==> src/rtl/uart_pkg.sv <==
// Shared constants and FSM state encoding for the UART receiver.
// ST_PARITY exists only when UART_RX_PARITY_EN is defined.
package uart_pkg;

  localparam int C_DATA_BITS_DEF = 8;

  // 16x oversampling: start bit checked at mid-bit, later bits one full period apart
  localparam logic [3:0] TICK_MID = 4'd7;
  localparam logic [3:0] TICK_END = 4'd15;

  typedef enum logic [2:0] {
    ST_IDLE   = 3'd0,
    ST_START  = 3'd1,
    ST_DATA   = 3'd2,
    ST_STOP   = 3'd3
`ifdef UART_RX_PARITY_EN
    ,
    ST_PARITY = 3'd4
`endif
  } uart_state_e;

endpackage

==> src/rtl/uart_sync2.sv <==
// Two-flop synchronizer for the asynchronous serial line; resets to the
// idle-high level so reset release never looks like a start edge.
module uart_sync2 (
  input  logic Clk,
  input  logic Reset_n,
  input  logic d,
  output logic q
);

  logic meta;

  always_ff @(posedge Clk or negedge Reset_n) begin
    if (!Reset_n) begin
      meta <= 1'b1;
      q    <= 1'b1;
    end else begin
      meta <= d;
      q    <= meta;
    end
  end

endmodule

==> src/rtl/uart_rx.sv <==
// 16x-oversampled UART receiver with single-entry holding register.
// Optional parity check compiled in with macro UART_RX_PARITY_EN.
//
// state     | meaning
// ST_IDLE   | waiting for a synchronized 1->0 edge
// ST_START  | confirming start bit at mid-bit (glitch reject)
// ST_DATA   | sampling C_DATA_BITS data bits, LSB first
// ST_PARITY | sampling the parity bit (parity builds only)
// ST_STOP   | sampling stop bit, then load/discard the character
module uart_rx
  import uart_pkg::*;
#(
  parameter int C_DATA_BITS  = C_DATA_BITS_DEF,
  parameter int C_ODD_PARITY = 0
) (
  input  logic                   Clk,
  input  logic                   Reset_n,
  input  logic                   EN_16x_Baud,
  input  logic                   RX,
  output logic [C_DATA_BITS-1:0] RX_Data,
  output logic                   RX_Data_Present,
  input  logic                   Read_RX_Data,
  output logic                   Frame_Error,
  output logic                   Overrun_Error,
  output logic                   Parity_Error
);

  localparam logic [3:0] LAST_BIT = 4'(C_DATA_BITS - 1);

  uart_state_e state, state_nxt;

  logic                   rx_s;
  logic                   rx_q;
  logic [3:0]             tick;
  logic [3:0]             bit_cnt;
  logic [C_DATA_BITS-1:0] shreg;
  logic                   tick_mid;
  logic                   tick_end;
  logic                   tick_clr;
  logic                   data_smp;
  logic                   stop_smp;
`ifdef UART_RX_PARITY_EN
  localparam logic ODD = (C_ODD_PARITY != 0);
  logic par_smp;
  logic par_bad;
`endif

  uart_sync2 u_sync (
    .Clk     (Clk),
    .Reset_n (Reset_n),
    .d       (RX),
    .q       (rx_s)
  );

  assign tick_mid = EN_16x_Baud && (tick == TICK_MID);
  assign tick_end = EN_16x_Baud && (tick == TICK_END);

  always_ff @(posedge Clk or negedge Reset_n) begin
    if (!Reset_n) begin
      state <= ST_IDLE;
      rx_q  <= 1'b1;
    end else begin
      state <= state_nxt;
      rx_q  <= rx_s;
    end
  end

  always_comb begin
    state_nxt = state;
    tick_clr  = 1'b0;
    data_smp  = 1'b0;
    stop_smp  = 1'b0;
`ifdef UART_RX_PARITY_EN
    par_smp   = 1'b0;
`endif
    case (state)
      ST_IDLE: begin
        if (rx_q && !rx_s) begin
          state_nxt = ST_START;
          tick_clr  = 1'b1;
        end
      end
      ST_START: begin
        if (tick_mid) begin
          tick_clr  = 1'b1;
          state_nxt = rx_s ? ST_IDLE : ST_DATA;
        end
      end
      ST_DATA: begin
        if (tick_end) begin
          data_smp = 1'b1;
          if (bit_cnt == LAST_BIT) begin
`ifdef UART_RX_PARITY_EN
            state_nxt = ST_PARITY;
`else
            state_nxt = ST_STOP;
`endif
          end
        end
      end
`ifdef UART_RX_PARITY_EN
      ST_PARITY: begin
        if (tick_end) begin
          par_smp   = 1'b1;
          state_nxt = ST_STOP;
        end
      end
`endif
      ST_STOP: begin
        // returning to IDLE at mid stop bit leaves half a bit to catch the next edge
        if (tick_end) begin
          stop_smp  = 1'b1;
          state_nxt = ST_IDLE;
        end
      end
      default: state_nxt = ST_IDLE;
    endcase
  end

  always_ff @(posedge Clk or negedge Reset_n) begin
    if (!Reset_n) begin
      tick    <= 4'd0;
      bit_cnt <= 4'd0;
      shreg   <= '0;
    end else begin
      if (tick_clr) begin
        tick <= 4'd0;
      end else if (EN_16x_Baud) begin
        tick <= tick + 4'd1;
      end
      if (state == ST_START) begin
        bit_cnt <= 4'd0;
      end else if (data_smp) begin
        bit_cnt <= bit_cnt + 4'd1;
      end
      if (data_smp) begin
        shreg <= {rx_s, shreg[C_DATA_BITS-1:1]};
      end
    end
  end

  always_ff @(posedge Clk or negedge Reset_n) begin
    if (!Reset_n) begin
      RX_Data         <= '0;
      RX_Data_Present <= 1'b0;
      Frame_Error     <= 1'b0;
      Overrun_Error   <= 1'b0;
    end else begin
      Frame_Error   <= 1'b0;
      Overrun_Error <= 1'b0;
      if (stop_smp) begin
        Frame_Error <= ~rx_s;
        // a read in the same cycle frees the holding register for the new character
        if (!RX_Data_Present || Read_RX_Data) begin
          RX_Data         <= shreg;
          RX_Data_Present <= 1'b1;
        end else begin
          Overrun_Error <= 1'b1;
        end
      end else if (Read_RX_Data) begin
        RX_Data_Present <= 1'b0;
      end
    end
  end

`ifdef UART_RX_PARITY_EN
  always_ff @(posedge Clk or negedge Reset_n) begin
    if (!Reset_n) begin
      par_bad      <= 1'b0;
      Parity_Error <= 1'b0;
    end else begin
      if (par_smp) begin
        par_bad <= ((^shreg) ^ rx_s) != ODD;
      end
      Parity_Error <= stop_smp && par_bad;
    end
  end
`else
  assign Parity_Error = 1'b0;
`endif

endmodule

==> config.mk <==
export PLATFORM = sky130hd
export DESIGN_NAME = uart_rx
export DESIGN_NICKNAME = d
export VERILOG_FILES = /design/src/rtl/uart_pkg.sv /design/src/rtl/uart_sync2.sv /design/src/rtl/uart_rx.sv
export SDC_FILE = /design/constraint.sdc
export NUM_CORES = 1
export LEC_CHECK = 0
export BUFFER_PORTS_ARGS = -buffer_cell sky130_fd_sc_hd__buf_2
export CAP_MARGIN = 15
export CORE_MARGIN = 3
export CORE_UTILIZATION = 55
export DETAILED_ROUTE_END_ITERATION = 8
export PLACE_DENSITY = 0.76
export SLEW_MARGIN = 25
export SYNTH_ARGS = -nofsm -noshare
export SYNTH_HDL_FRONTEND = slang
export SYNTH_HIERARCHICAL = 1
export SYNTH_SLANG_ARGS = --single-unit
export TNS_END_PERCENT = 50
==> constraint.sdc <==
create_clock -name Clk -period 1.9 [get_ports Clk]
set_input_delay 0.19 -clock Clk [delete_from_list [all_inputs] [get_ports Clk]]
set_output_delay 0.19 -clock Clk [all_outputs]
set_load 0.02 [all_outputs]
==> Word level (Yosys, flattened, before mapping) <==
Cells that the tools add are included.
Widths: inputs -> output; s select.
{ "word_totals": {"regBits": 33, "latch_bits": 0, "ram_bits": 0, "romBits": 0, "inputBits": 5, "out_inout_bits": 12, "mem_count": 0} }
{ "op_classes": {"addsub": 2, "multipliers": 0, "n_div": 0, "order_cmp": 0, "eq_ne": 12, "n_shift": 0, "mux": 23, "bitwise": 1, "reduce_logical": 13} }
{ "op_table": {"columns": ["cell", "count"], "rows": [
  ["$mux 4", 4],
  ["$mux 3", 5],
  ["$pmux 3 s4", 1],
  ["$mux 1", 11],
  ["$ne 2x2->1 const B", 5],
  ["$add 4x1->4 const B", 2],
  ["$eq 4x3->1 const B", 2],
  ["$eq 3x2->1 const B", 2],
  ["$reduce_bool 2->1", 3],
  ["$reduce_and 5->1", 1],
  ["$eq 4x4->1 const B", 1],
  ["$reduce_and 2->1", 2],
  ["$eq 3x1->1 const B", 1],
  ["$logic_and 1x1->1", 3],
  ["$logic_not 3->1", 1],
  ["$logic_not 1->1", 2],
  ["$mux 2", 1],
  ["$ne 2x1->1 const B", 1],
  ["$pmux 1 s2", 1],
  ["$logic_or 1x1->1", 1],
  ["$not 1->1", 1]
]} }

==> Logic depth before layout (Yosys ltp) <==
{ "depth": {"ltp_word": 6, "depth_mapped": 5} }

==> Modules after synthesis <==
The synthesis kept the hierarchy.
{ "by_module_without_submodules": {"columns": ["module", "instances", "cells_each", "area_each_um2", "seq_area_each_um2"], "rows": [
  ["uart_rx", 1, 100, 1322.5, 752.0],
  ["uart_sync2", 1, 2, 52.6, 52.6]
]} }

==> Least setup slack after synthesis <==
OpenSTA, ideal clock, no wires.
{ "synth_path": {"path_type": "flip-flop to flip-flop", "startpoint": "reg tick[0]", "endpoint": "reg RX_Data[0]", "setup_ns": 0.125, "t_arrival_ns": 1.431, "required_time_ns": 1.775, "path_slack_ns": 0.344, "path_stages_with_launch": 5, "path_buffers": 0, "synth_period_minus_slack_ns": 1.556, "cell_sequence": "dfrtp_1 -> ha_1 -> nand3_4 -> nor3b_4 -> mux2_2"} }
{ "synth_between": {"elab_chain_cells": 5} }
{ "synth_rtl": {"columns": ["element", "line_no", "rtl"], "rows": [
  ["start, declared", "uart_rx.sv:34", "logic [3:0] tick;"],
  ["start signal, assigned", "uart_rx.sv:129", "tick <= tick + 4'd1;"],
  ["$eq 4x4->1", "uart_rx.sv:56", "assign tick_end = EN_16x_Baud && (tick == TICK_END);"],
  ["$logic_and 1x1->1", "uart_rx.sv:56", null],
  ["$mux 1", "uart_rx.sv:111", "if (tick_end) begin"],
  ["$mux 1", "uart_rx.sv:76", "case (state)"],
  ["$reduce_and 2->1 (no source line)", null, null],
  ["end signal, assigned", "uart_rx.sv:155", "RX_Data <= shreg;"],
  ["end, declared", "uart_rx.sv:20", "output logic [C_DATA_BITS-1:0] RX_Data,"]
]} }
Every way passes these cells.
A chain may end at the register's enable or synchronous reset.

==> Worst setup path in the final report <==
{ "layout_path": {"startpoint": "reg tick[0]", "endpoint": "reg RX_Data[6]"} }
The elaborated chain is that of the path after synthesis.

==> flow_summary.rst <==
.. list-table::
   :header-rows: 1

   * - Metric
     - Value
   * - Number of max-slew violations in the final report
     - 0
   * - Area of placed instances
     - 1460 µm²
   * - Antenna violations before repair
     - 0
   * - Input/output buffers
     - 15
   * - Clock network fraction of total power
     - 32.3%
   * - Power dissipated by switching net loads
     - 0.520 mW
   * - Max cap viols
     - 0
   * - Number of buffers inserted during clock tree synthesis
     - 5
   * - Total negative setup slack
     - 0 ns
   * - Synthesized cell area
     - 1380 µm²
   * - Setup repair after global routing missed its margin
     - false
   * - Count of standard-cell rows
     - 17
   * - Pre-Repair DR Iteration Count
     - 4
   * - VDD IR-drop max
     - 880 µV
   * - Area of the die
     - 3140 µm²
   * - WS Path Type
     - reg -> reg
   * - Asr flop ratio synth
     - 100%
   * - Clock Skew
     - 0.00419 ns
   * - Cell types with the highest counts after synthesis
     - 29 x sky130_fd_sc_hd__dfrtp_1, 18 x sky130_fd_sc_hd__mux2_2, 4 x sky130_fd_sc_hd__a21oi_1, 4 x sky130_fd_sc_hd__buf_4, 4 x sky130_fd_sc_hd__nor2_1
   * - Remaining number of nets flagged by the antenna check after routing
     - 0
   * - Sequential cell fraction of total power
     - 49.7%
   * - CP required
     - 2.12 ns
   * - Total global-route track usage
     - 16.4%
   * - I/O pin count
     - 17
   * - Arrival time at the worst endpoint
     - 1.97 ns
   * - Final Cell Area
     - 1580 µm²
   * - Run status
     - completed
   * - Count of fill cells added during filler insertion
     - 170
   * - Final number of hold-violating endpoints
     - 0
   * - Routed wirelength normalized by instance count
     - 14.5 µm
   * - Wire length after detailed routing
     - 2.20 mm
   * - Clock latency of the later-clocked register in the worst-skew pair
     - 0.32 ns
   * - DRC Markers
     - 0
   * - Routed vias/inst
     - 5.60
   * - Buffer levels on the longest clock path
     - 2
   * - DPL Wire Length
     - 1.48 mm
   * - Die width
     - 56 µm
   * - Avg Synthesized Cell Area
     - 13.5 µm²
   * - CP max stage delay
     - 0.45 ns
   * - Top cells by area in the synthesized netlist
     - sky130_fd_sc_hd__dfrtp_1 53%, sky130_fd_sc_hd__mux2_2 15%, sky130_fd_sc_hd__dfstp_2 5.7%, sky130_fd_sc_hd__buf_4 2.2%, sky130_fd_sc_hd__ha_1 1.8%
   * - Placer Congestion
     - 0.867
   * - Max Clk Rate
     - 571 MHz
   * - Cell area power density
     - 1120 nW/µm²
   * - Switching fraction of total power
     - 29.4%
   * - Largest area contributor in the netlist
     - sky130_fd_sc_hd__dfrtp_1
   * - Starting density of the core
     - 59.9%
   * - Internal portion of total power
     - 1.25 mW
   * - Synth warn
     - 6
   * - Multi-input gate area
     - 523 µm²
   * - Wire length of the first global-routing pass
     - 3.93 mm
   * - Relative slew slack
     - 55.2%
   * - Vias in the first global route
     - 885
   * - Most used flip-flop cell after synthesis
     - sky130_fd_sc_hd__dfrtp_1
   * - Path category of the worst min-delay check
     - in -> reg
   * - Leakage power
     - 0.797 nW
   * - Number of buffers and inverters on the critical path
     - 0
   * - Core box area
     - 2300 µm²
   * - Gate Count Post-Synth
     - 102
   * - Proportion of layout cells with a drive suffix above 1
     - 40.7%
   * - Transition time of the tightest slew-check pin
     - 0.671 ns
   * - Maximum fanout encountered on the critical timing path
     - 8
   * - Endpoint class of the critical path
     - flop
   * - Tcrit/Tclk final
     - 92.1%
   * - Count of endpoints failing setup in the final report
     - 0
   * - Largest net degree at the start of global routing
     - 33
   * - Global route total overflow
     - 0
   * - Sequential cell area in the final layout
     - 805 µm²
   * - Synthesis-to-layout area growth
     - 14.6%
   * - Count of cell types in the netlist
     - 36
   * - Flip-flop and latch count after synthesis
     - 32
   * - Root buffer cell
     - sky130_fd_sc_hd__clkbuf_4
   * - Worst-path cell with the longest stage delay
     - sky130_fd_sc_hd__nor3b_4
   * - Die height
     - 56 µm
   * - Most common cell in the synthesized netlist
     - sky130_fd_sc_hd__dfrtp_1
   * - Final setup margin
     - 0.149 ns
   * - Via count
     - 846
   * - Count of flip-flops with a built-in enable after synthesis
     - 0
   * - Critical-path cell list
     - ha_1, nand3_4, nor3b_4, mux2_2
   * - Pre-CTS WS
     - 0.153 ns
   * - Total clock sinks
     - 32
   * - Part of the Yosys area used for sequential elements
     - 58.5%
   * - Number of gates resized after cts
     - 0
   * - Count of inserted antenna diode cells
     - 0
   * - First DRT Iteration DRCs
     - 26
   * - Final-stage net count
     - 129
   * - Clock tree from TritonCTS
     - yes
   * - Critical path's top delay family
     - simple AND/OR/NAND/NOR gates
   * - Crit start category
     - flop
   * - H-tree level count
     - 2
   * - Net count after synthesis
     - 109
   * - Logic gate share of total power
     - 18.0%
   * - CTS clock-pin slew for the worst setup and hold paths
     - 0.10 ns
   * - Fin crit period
     - 1.75 ns
   * - Yosys top cell area share
     - 52.8%
## cells by family after synthesis
group           Yosys count  synth area share (%)
flops                    32                  58.5
simple gates             25                  12.3
mux                      19                  15.5
compound gates           12                  6.28
buf+inv                   8                  3.46
xor+xnor                  3                  1.91
fa+ha+maj                 2                  1.82
other cells               1                 0.273
## path summary, 6_finish.rpt
check	from	to	slack [ns]	cells after the start
worst max-delay path	tick[0]	RX_Data[6]	0.15	4
worst min-delay path	Read_RX_Data	Overrun_Error	0.16	3
worst max register to register	tick[0]	RX_Data[6]	0.15	4
worst min register to register	u_sync/meta	u_sync/q	0.36	0
max in group asynchronous	Reset_n	RX_Data[7]	1.05	2
min in group asynchronous	Reset_n	tick[3]	0.42	2
## power by group through the flow
stage / clock network, mW / registers [mW] / logic [mW]
6_report: 0.570 / 0.879 / 0.319
5_1_grt: 0.623 / 0.897 / 0.359
4_1_cts: 0.583 / 0.874 / 0.319
3_5_place_dp: 0 / 0.888 / 0.315
3_3_place_gp: 0 / 0.884 / 0.302
2_1_floorplan: 0 / 0.817 / 0.330
## tightest hold or removal path, cell delays in order
cell and delay, ns:
sky130_fd_sc_hd__buf_2 0.07, sky130_fd_sc_hd__nand2b_1 0.14, sky130_fd_sc_hd__nor2_1 0.06
## stage by stage
| step | instances | total power, mW | hold slack, ns | util, % |
|---|---|---|---|---|
| final | 151 | 1.77 | 0.156 | 68.6 |
| after floorplan | 102 | 1.15 | -0.106 | - |
| after detailed placement | 141 | 1.20 | 0.269 | 63.6 |
| after global placement | 141 | 1.19 | 0.261 | 63.6 |
| after CTS | 151 | 1.78 | 0.146 | 68.6 |
| after global routing | 151 | 1.88 | 0.175 | 68.6 |
## placed cells by master (no fill, tap or decap), types with 2 or more instances in the layout
| cell type | count |
|---|---|
| sky130_fd_sc_hd__dfrtp_1 | 29 |
| sky130_fd_sc_hd__mux2_2 | 18 |
| sky130_fd_sc_hd__buf_2 | 15 |
| sky130_fd_sc_hd__clkbuf_4 | 5 |
| sky130_fd_sc_hd__nor2_1 | 4 |
| sky130_fd_sc_hd__a21oi_1 | 4 |
| sky130_fd_sc_hd__nand2_1 | 3 |
| sky130_fd_sc_hd__nor2b_1 | 3 |
| sky130_fd_sc_hd__dfstp_2 | 3 |
| sky130_fd_sc_hd__inv_1 | 2 |
| sky130_fd_sc_hd__nand4_1 | 2 |
| sky130_fd_sc_hd__a31oi_1 | 2 |
| sky130_fd_sc_hd__xor2_1 | 2 |
| sky130_fd_sc_hd__ha_1 | 2 |
| sky130_fd_sc_hd__clkbuf_8 | 2 |
| sky130_fd_sc_hd__dlygate4sd3_1 | 2 |
| sky130_fd_sc_hd__buf_4 | 2 |
## cell type report
cell class	instances	share of cell area, %
timing repair buffer	19	6.99
inverter	2	0.477
sequential	32	51.1
clock inverter	1	1.91
multi-input combinational	62	33.2
tap	28	2.22
clock buffer	7	4.13
## repair_timing
action,4_1_cts,5_1_grt
setup buffers,0,0
endpoints found under the hold margin,30,0
hold buffers,2,0
endpoints found under the setup margin,0,0
## metal layers
layer	track usage [%]	share of wire, %	vias to the layer above
met5	0	0	-
met4	10.5	2.1	0
met3	5.34	6.7	5
met2	24.7	48	32
met1	19.9	43	408
li1	-	-	401
## state kept, by name (all words and copies together), names as in the netlist
register,count
bit_cnt,4
RX_Data,8
RX_Data_Present,1
Overrun_Error,1
state,2
Frame_Error,1
u_sync/meta,1
u_sync/q,1
shreg,8
tick,4
rx_q,1
(Power assumes the default switching activity.)
